===== config.mk =====
export PLATFORM = sky130hd
export DESIGN_NAME = fetch_unit
export DESIGN_NICKNAME = d
export VERILOG_FILES = /design/src/rtl/fetch_unit.sv
export SDC_FILE = /design/constraint.sdc
export NUM_CORES = 1
export LEC_CHECK = 0
export ABC_AREA = 1
export CAP_MARGIN = 30
export CELL_PAD_IN_SITES_DETAIL_PLACEMENT = 1
export CELL_PAD_IN_SITES_GLOBAL_PLACEMENT = 1
export CORE_MARGIN = 4
export CORE_UTILIZATION = 35
export DETAILED_ROUTE_END_ITERATION = 10
export GPL_TIMING_DRIVEN = 0
export PLACE_DENSITY = 0.82
export SETUP_SLACK_MARGIN = 0.1
export SKIP_CTS_REPAIR_TIMING = 1
export SLEW_MARGIN = 20
export SYNTH_ARGS = -nofsm -noshare
export SYNTH_HDL_FRONTEND = slang
export SYNTH_SLANG_ARGS = --single-unit

===== constraint.sdc =====
create_clock -name clk -period 1.9 [get_ports clk]
set_clock_uncertainty 0.2 [all_clocks]
set_input_delay 0.38 -clock clk [delete_from_list [all_inputs] [get_ports clk]]
set_output_delay 0.38 -clock clk [all_outputs]
set_load 0.02 [all_outputs]

===== src/rtl/fetch_unit.sv =====
// LC-3b instruction fetch stage: owns the fetch PC, issues single-word reads and queues {pc+2, instr} for decode.
// Optional performance counters are compiled in when FETCH_PERF_EN is defined.
module fetch_unit #(
    parameter logic [15:0] RESET_PC = 16'h0000,
    parameter int          DEPTH    = 2
) (
    input  logic        clk,
    input  logic        rst_n,
    output logic        mem_read,
    output logic [15:0] mem_address,
    input  logic        mem_resp,
    input  logic [15:0] mem_rdata,
    input  logic        redirect_valid,
    input  logic [15:0] redirect_pc,
    output logic        out_valid,
    input  logic        out_ready,
    output logic [15:0] out_instr,
`ifdef FETCH_PERF_EN
    output logic [15:0] perf_fetched,
    output logic [15:0] perf_flushed,
`endif
    output logic [15:0] out_pc
);

    localparam int PW = $clog2(DEPTH);
    localparam int CW = PW + 1;
    localparam logic [CW-1:0] DEPTH_C = CW'(DEPTH);
    localparam logic [PW-1:0] PTR_ONE = PW'(1);

    typedef enum logic [1:0] {IDLE, REQ, DROP} state_t;

    state_t        state;
    logic [15:0]   fetch_pc;
    logic [15:0]   req_addr;
    logic [PW-1:0] head;
    logic [PW-1:0] tail;
    logic [CW-1:0] count;
    logic [15:0]   q_pc    [DEPTH];
    logic [15:0]   q_instr [DEPTH];

    logic          push;
    logic          pop;
    logic [CW-1:0] count_post;
    logic [15:0]   redirect_target;
    logic [15:0]   pc_inc;
    logic          unused_redirect_bit;

    // Decode valid/ready: the head moves when out_valid && out_ready, unless a
    // redirect in the same cycle flushes the queue (that pop never happened).
    assign pop             = (count != '0) && out_ready && !redirect_valid;
    assign push            = (state == REQ) && mem_resp && !redirect_valid;
    assign count_post      = count + CW'(push) - CW'(pop);
    assign redirect_target = {redirect_pc[15:1], 1'b0};
    assign pc_inc          = fetch_pc + 16'd2;
    assign unused_redirect_bit = redirect_pc[0];

    assign mem_read    = (state == REQ) || (state == DROP);
    assign mem_address = (state == DROP) ? req_addr : fetch_pc;
    assign out_valid   = (count != '0);
    assign out_instr   = q_instr[head];
    assign out_pc      = q_pc[head];

    always_ff @(posedge clk or negedge rst_n) begin
        if (!rst_n) begin
            state    <= IDLE;
            fetch_pc <= RESET_PC;
            req_addr <= RESET_PC;
            head     <= '0;
            tail     <= '0;
            count    <= '0;
            for (int i = 0; i < DEPTH; i++) begin
                q_pc[i]    <= '0;
                q_instr[i] <= '0;
            end
        end else begin
            if (redirect_valid) begin
                head  <= '0;
                tail  <= '0;
                count <= '0;
            end else begin
                if (push) begin
                    q_pc[tail]    <= pc_inc;
                    q_instr[tail] <= mem_rdata;
                    tail          <= tail + PTR_ONE;
                end
                if (pop) begin
                    head <= head + PTR_ONE;
                end
                count <= count_post;
            end

            // DROP keeps the old address on the bus until the abandoned read answers.
            case (state)
                IDLE: begin
                    if (redirect_valid) begin
                        fetch_pc <= redirect_target;
                    end else if (count < DEPTH_C) begin
                        state    <= REQ;
                        req_addr <= fetch_pc;
                    end
                end
                REQ: begin
                    if (redirect_valid) begin
                        fetch_pc <= redirect_target;
                        state    <= mem_resp ? IDLE : DROP;
                    end else if (mem_resp) begin
                        fetch_pc <= pc_inc;
                        req_addr <= pc_inc;
                        state    <= (count_post < DEPTH_C) ? REQ : IDLE;
                    end
                end
                DROP: begin
                    if (redirect_valid) begin
                        fetch_pc <= redirect_target;
                    end
                    if (mem_resp) begin
                        state <= IDLE;
                    end
                end
                default: state <= IDLE;
            endcase
        end
    end

`ifdef FETCH_PERF_EN
    logic        drop_resp;
    logic [1:0]  flush_inc;
    logic [16:0] flush_sum;

    assign drop_resp = mem_resp && (((state == REQ) && redirect_valid) || (state == DROP));
    assign flush_inc = {1'b0, redirect_valid} + {1'b0, drop_resp};
    assign flush_sum = {1'b0, perf_flushed} + {15'd0, flush_inc};

    always_ff @(posedge clk or negedge rst_n) begin
        if (!rst_n) begin
            perf_fetched <= '0;
            perf_flushed <= '0;
        end else begin
            if (push && (perf_fetched != 16'hFFFF)) begin
                perf_fetched <= perf_fetched + 16'd1;
            end
            perf_flushed <= flush_sum[16] ? 16'hFFFF : flush_sum[15:0];
        end
    end
`endif

endmodule


==> flow_metrics.py, run 1 <==
metrics = {
    "finish": {
        "drive_gt1_share_pct": 35.5,
        "synthToLayoutAreaGrowth_pct": 55.9,
        "n_antenna_cell": 0,
        "final_common_cell": "nand2_1",
        "final_cell_mix": "nand2_1, dfrtp_1, buf_6",
        "nFillCells": 1684,
        "final_util_pct": 55.3,
        "fin_nets": 870,
    },
    "power": {
        "p_leak_nw": 3.85,
        "seqPwrFrac_pct": 27.9,
        "p_total_mw": 14.4,
        "clock_power_share_pct": 12.4,
        "power_density_nw_per_um2": 1800,
        "peakVddDrop_mv": 0.776,
        "switching_share_pct": 46.4,
        "p_int_mw": 7.71,
        "combPwrFrac_pct": 59.7,
        "switchingPower_mw": 6.69,
    },
    "detailed_routing": {
        "wire_per_inst_microns": 20.6,
        "routed_wl_microns": 20900,
        "dr.pass1.iters": 5,
        "viasPerCell": 5.33,
        "drcViolationCount": 0,
        "via_count": 5416,
        "drtIter0Drc": 313,
        "antenna_left": 0,
    },
    "setup_path": {
        "reg2reg_from": "state[0]",
        "worstSetupStartpoint": "state[0]",
        "arrival_ns": 1.64,
        "slowest_stage": "dfrtp_2",
        "path_cells": "inv_4 -> ha_4 -> clkbuf_16 -> nand2_4 -> o21ai_4 -> buf_6",
        "required_ns": 1.32,
        "path_class": "register to output pin",
        "cp_max_fo": 7,
        "slowest_delay_ns": 0.46,
        "worst_setup_path_end_kind": "output pin",
        "crit_path_start_kind": "register",
    },
    "synthesis": {
        "ys_warn_count": 0,
        "syn_area_sq_um": 5140,
        "syn_inst": 683,
        "ys_seq_area_share_pct": 47.7,
        "ys_seq_elements": 98,
        "synth_enable_flop_cells": 0,
        "ys.flop_type": "dfrtp_1",
        "avgSynthCellArea_sq_um": 7.52,
        "synth-async-reset-ratio_pct": 100,
        "ys_types": 33,
    },
    "floorplan": {
        "start_util_pct": 35.5,
        "core_sq_um": 14500,
        "num_io_pins": 87,
        "fp.dieW_microns": 129,
        "rows": 44,
        "die_y_microns": 129,
        "dieArea_sq_um": 16700,
    },
    "global_route": {
        "grt.total_usage_pct": 20.1,
        "grt.overflow.total": 0,
        "grt_antenna_before_repair": 0,
        "grt_pass1_vias": 5215,
        "grt_max_degree": 56,
        "grt_pass1_wl_microns": 26400,
    },
    "run_status": {
        "failed_checks": "setup timing",
        "status": "finished, violations left",
    },
    "timing": {
        "relSlewSlack_pct": 60.6,
        "rsz0062_at_grt": "true",
        "post-route-min-period_ns": 2.22,
        "fmax_mhz": 450,
        "setup_viol": 85,
        "min_period_over_period_pct": 117,
        "drv_slew": 0,
        "worstMarginPinSlew_ns": 0.588,
        "setup_slack_ns": -0.320,
        "hold_viol_final": 0,
    },
    "placed_design": {
        "routabilityCongestion": 0.886,
        "portBuffers": 82,
        "place.detailed.hpwl_microns": 12200,
        "pre_cts_slack_ns": -0.761,
    },
    "job": {
        "maxCapViolCount": 0,
    },
    "clock_tree": {
        "h-tree-depth": 3,
        "clkTransAtPathRegs_ns": 0.07,
        "ctsRootBufferMaster": "clkbuf_16",
        "clk_latency_ns": 0.36,
        "cts-buffers-inserted": 9,
        "tritoncts": "yes",
        "clk_path_buf_depth": 2,
        "numClockSinks": 98,
    },
    "hold_path": {
        "hp-start": "redirect_valid",
        "worstHoldPathType": "input port to register",
    },
}
==> state kept, by name, indices dropped and copies added, names as in the netlist <==
signal and cells:
count 2, fetch_pc 15, req_addr 15, q_pc 30
tail 1, state 2, head 1, q_instr 32
==> power by group through the flow <==
stage | registers [mW] | clock network [mW] | logic [mW]
3_3_place_gp | 3.68 | 0 | 6.12
3_5_place_dp | 3.77 | 0 | 6.36
6_report | 4.02 | 1.79 | 8.59
2_1_floorplan | 3.56 | 0 | 3.99
5_1_grt | 4.11 | 1.88 | 9.20
4_1_cts | 3.73 | 1.77 | 6.40
==> layout make-up <==
class / instances / area (sq um) / share of cell area [%]
sequential: 98 / 2460 / 30.7
tap: 184 / 230 / 2.87
clock inverter: 5 / 37.5 / 0.469
clock buffer: 11 / 233 / 2.91
buffer: 34 / 419 / 5.23
inverter: 56 / 231 / 2.89
timing repair inverter: 1 / 5.00 / 0.0625
timing repair buffer: 132 / 1490 / 18.6
multi-input combinational: 495 / 2900 / 36.2
==> path summary, 6_finish.rpt <==
path / cells past startpoint / slack, ns / to
min in group asynchronous: 2 / 0.36 / q_instr[18]
min reg2reg: 2 / 0.29 / req_addr[15]
max reg2reg: 10 / -0.22 / fetch_pc[3]
max in group asynchronous: 3 / 0.50 / fetch_pc[9]
min: 2 / 0.05 / count[1]
max: 6 / -0.32 / mem_address[5]
==> per-stage QoR <==
| step | hold WS [ns] | setup TNS (ns) | cells | cell area (sq um) |
|---|---|---|---|---|
| 3_5_place_dp | 0.181 | -48.08 | 951 | 6340 |
| 4_1_cts | -0.199 | -56.41 | 967 | 6620 |
| 2_1_floorplan | -0.116 | -0.0411 | 684 | 5270 |
| 3_3_place_gp | 0.262 | -376.52 | 950 | 6320 |
| 6_report | 0.0452 | -13.23 | 1016 | 8010 |
| 5_1_grt | 0.0521 | -18.64 | 1016 | 8010 |
==> cells in the mapped netlist, drive strengths merged (3+ instances only) <==
cell type / number / area (sq um)
a31oi: 5 / 31.3
o21ai: 78 / 413
inv: 56 / 215
nand3: 26 / 153
a21oi: 15 / 75.1
nor2: 51 / 214
nand2: 283 / 1060
ha: 6 / 75.1
xnor2: 3 / 26.3
buf: 22 / 165
dfrtp: 98 / 2450
clkbuf: 13 / 48.8
o211ai: 3 / 22.5
nand4: 7 / 43.8
xor2: 7 / 61.3
o22ai: 4 / 25.0
==> per-layer routing <==
metal	part of all wire [%]	track usage (%)	up-vias
li1	-	-	2433
met2	54	35.2	182
met3	5.0	2.76	44
met4	2.4	6.24	0
met1	39	25.8	2757
met5	0	0	-
==> critical path: cells and delay by family (launching register included) <==
kind                     cells  cell delay, ns
flip-flops                   1            0.46
adder cells (fa/ha/maj)      1            0.25
AND/OR/NAND/NOR              1            0.06
AO/OA/AOI/OAI                1            0.08
buffers and inverters        3            0.42
==> kinds of logic after synthesis <==
kind of cell | count (synthesis) | synth area share [%]
buf+inv | 91 | 8.35
other cells | 1 | 0.0730
xor+xnor | 10 | 1.70
simple gates | 369 | 29.1
fa+ha+maj | 6 | 1.46
compound gates | 108 | 11.5
flops | 98 | 47.7
No activity file was read; power rests on OpenSTA's default activity.
==> run 2: changes to the inputs <==
- GPL_TIMING_DRIVEN: 0 -> default
==> run 2 against run 1 <==
The flow still finishes with violations (setup timing). Critical path depth fell by 1. Die area stayed put. Sequential power is 4% higher. Worst setup slack improved by 0.0065 ns. Combinational power grew 23%. Utilization is 7.8 points higher. Sequential share of layout area fell by 3.8 points. Non-clock buffer count grew 30. Maximum frequency increased by 0.29%. Cell count up 3.1%. First-iteration DRC count increased by 28%.
==> flow_metrics.py, run 2 (synthesis results as in run 1) <==
metrics = {
    "detailed_routing": {
        "wire_per_inst_microns": 24.5,
        "via_count": 5737,
        "routed_wl_microns": 25700,
        "antenna_left": 0,
        "dr.pass1.iters": 4,
        "drtIter0Drc": 401,
        "drcViolationCount": 0,
        "viasPerCell": 5.48,
    },
    "finish": {
        "final_common_cell": "nand2_1",
        "drive_gt1_share_pct": 53.1,
        "reg_top3": "q_instr: 32 flops, q_pc: 30 flops",
        "n_antenna_cell": 0,
        "final_cell_mix": "nand2_1, dfrtp_1, nand2_2",
        "nFillCells": 1573,
        "largest_reg_flops": 32,
        "fin_nets": 901,
        "instances_no_fill": 1047,
        "synthToLayoutAreaGrowth_pct": 77.9,
        "largest_register": "q_instr",
        "final_util_pct": 63.1,
    },
    "timing": {
        "hold_slack_ns": 0.269,
        "setup_tns_ns": -15.40,
        "setup_slack_ns": -0.314,
        "post-route-min-period_ns": 2.21,
        "drv_slew": 0,
        "hold_viol_final": 0,
        "min_period_over_period_pct": 117,
        "rsz0062_at_grt": "true",
        "setup_viol": 135,
        "fmax_mhz": 452,
    },
    "global_route": {
        "grt_pass1_vias": 5583,
        "grt.total_usage_pct": 20.4,
        "grt_pass1_wl_microns": 27200,
        "grt_max_degree": 51,
        "grt_antenna_before_repair": 0,
        "grt.overflow.total": 0,
    },
    "clock_tree": {
        "clkTransAtPathRegs_ns": 0.08,
        "ctsRootBufferMaster": "clkbuf_16",
        "cts-buffers-inserted": 9,
        "clk_latency_ns": 0.36,
        "numClockSinks": 98,
        "clk_path_buf_depth": 2,
        "tritoncts": "yes",
        "h-tree-depth": 3,
    },
    "floorplan": {
        "dieArea_sq_um": 16700,
        "fp.dieW_microns": 129,
        "start_util_pct": 35.5,
        "die_y_microns": 129,
        "num_io_pins": 87,
        "core_sq_um": 14500,
        "rows": 44,
    },
    "setup_path": {
        "slowest_delay_ns": 0.43,
        "worstSetupEndpoint": "mem_address[11]",
        "crit_top_cell": "buf_6",
        "worstSetupStartpoint": "state[1]",
        "reg2regPathDepth": 12,
        "reg2reg_from": "state[1]",
        "regToRegEndpoint": "state[0]",
        "path_class": "register to output pin",
        "reg2reg_slack_ns": -0.29,
        "path_cells": "buf_6 -> ha_4 -> buf_6 -> o21ai_1 -> buf_4",
        "slowest_stage": "dfrtp_1",
        "worst_setup_path_end_kind": "output pin",
        "cp_max_fo": 5,
        "required_ns": 1.32,
        "arrival_ns": 1.63,
        "crit_path_start_kind": "register",
    },
    "placed_design": {
        "portBuffers": 83,
        "place_inst": 984,
        "place.detailed.hpwl_microns": 12000,
        "routabilityCongestion": 0.906,
    },
    "power": {
        "p_leak_nw": 4.25,
        "clock_power_share_pct": 11.4,
        "combPwrFrac_pct": 63.4,
        "peakVddDrop_mv": 0.848,
        "seqPwrFrac_pct": 25.1,
        "power_density_nw_per_um2": 1830,
        "switching_share_pct": 47.4,
        "switchingPower_mw": 7.93,
        "p_int_mw": 8.79,
    },
    "run_status": {
        "failed_checks": "setup timing",
        "status": "finished, violations left",
    },
    "hold_path": {
        "worstHoldPathType": "input port to asynchronous set/reset pin",
    },
    "job": {
        "maxCapViolCount": 0,
    },
}
## run 2: area by class of cell
type                    count  area, sq um  share of cell area (%)
flip-flops and latches     98         2460                    26.9
clock inverters             5         38.8                   0.424
repair buffers            196         2330                    25.5
repair inverters            2         22.5                   0.246
clock buffers              11          253                    2.77
well taps                 184          230                    2.52
inverters                  56          246                    2.70
multi-input cells         495         3560                    39.0
## run 2: routing by layer
| metal | GRT usage, % | wire length, microns | vias up |
|---|---|---|---|
| li1 | - | - | 2506 |
| met1 | 25.3 | 9540 | 2922 |
| met2 | 36.1 | 13900 | 222 |
| met3 | 2.56 | 1150 | 87 |
| met4 | 7.54 | 1090 | 0 |
| met5 | 0 | 0 | - |
## run 2: critical path: cells and delay by family, from the launching register on
| family | cells | cell delay (ns) |
|---|---|---|
| AOI/OAI and AO/OA | 1 | 0.19 |
| adders and majority gates | 1 | 0.19 |
| buffers and inverters | 3 | 0.47 |
| DFF | 1 | 0.43 |
## run 2: per-stage QoR
| stage | instance area [sq um] | setup slack (ns) | power [mW] |
|---|---|---|---|
| finish | 9140 | -0.314 | 16.7 |
| CTS | 7020 | -0.835 | 12.6 |
| global placement | 6730 | -0.378 | 10.4 |
| global route | 9140 | -0.345 | 17.5 |
| detailed placement | 6730 | -0.582 | 10.7 |
| floorplan | 5270 | -0.0411 | 7.55 |
## run 2: worst min path at each step
stage | start | cells past startpoint | slack [ns] | end
after floorplan | rst_n | 0 | -0.12 | count[0]
after global placement | rst_n | 1 | 0.10 | q_instr[20]
after detailed placement | rst_n | 1 | 0.11 | q_instr[20]
after CTS | rst_n | 1 | -0.28 | q_instr[20]
after global routing | rst_n | 2 | 0.30 | q_instr[31]
final | rst_n | 2 | 0.27 | q_instr[31]
## run 2: power by group through the flow
| stage | Sequential, mW | Combinational (mW) | Clock [mW] |
|---|---|---|---|
| after floorplan | 3.56 | 3.99 | 0 |
| after global placement | 3.63 | 6.74 | 0 |
| after detailed placement | 3.70 | 7.03 | 0 |
| after CTS | 3.67 | 7.08 | 1.86 |
| after global routing | 4.28 | 11.2 | 2.00 |
| final | 4.20 | 10.6 | 1.91 |
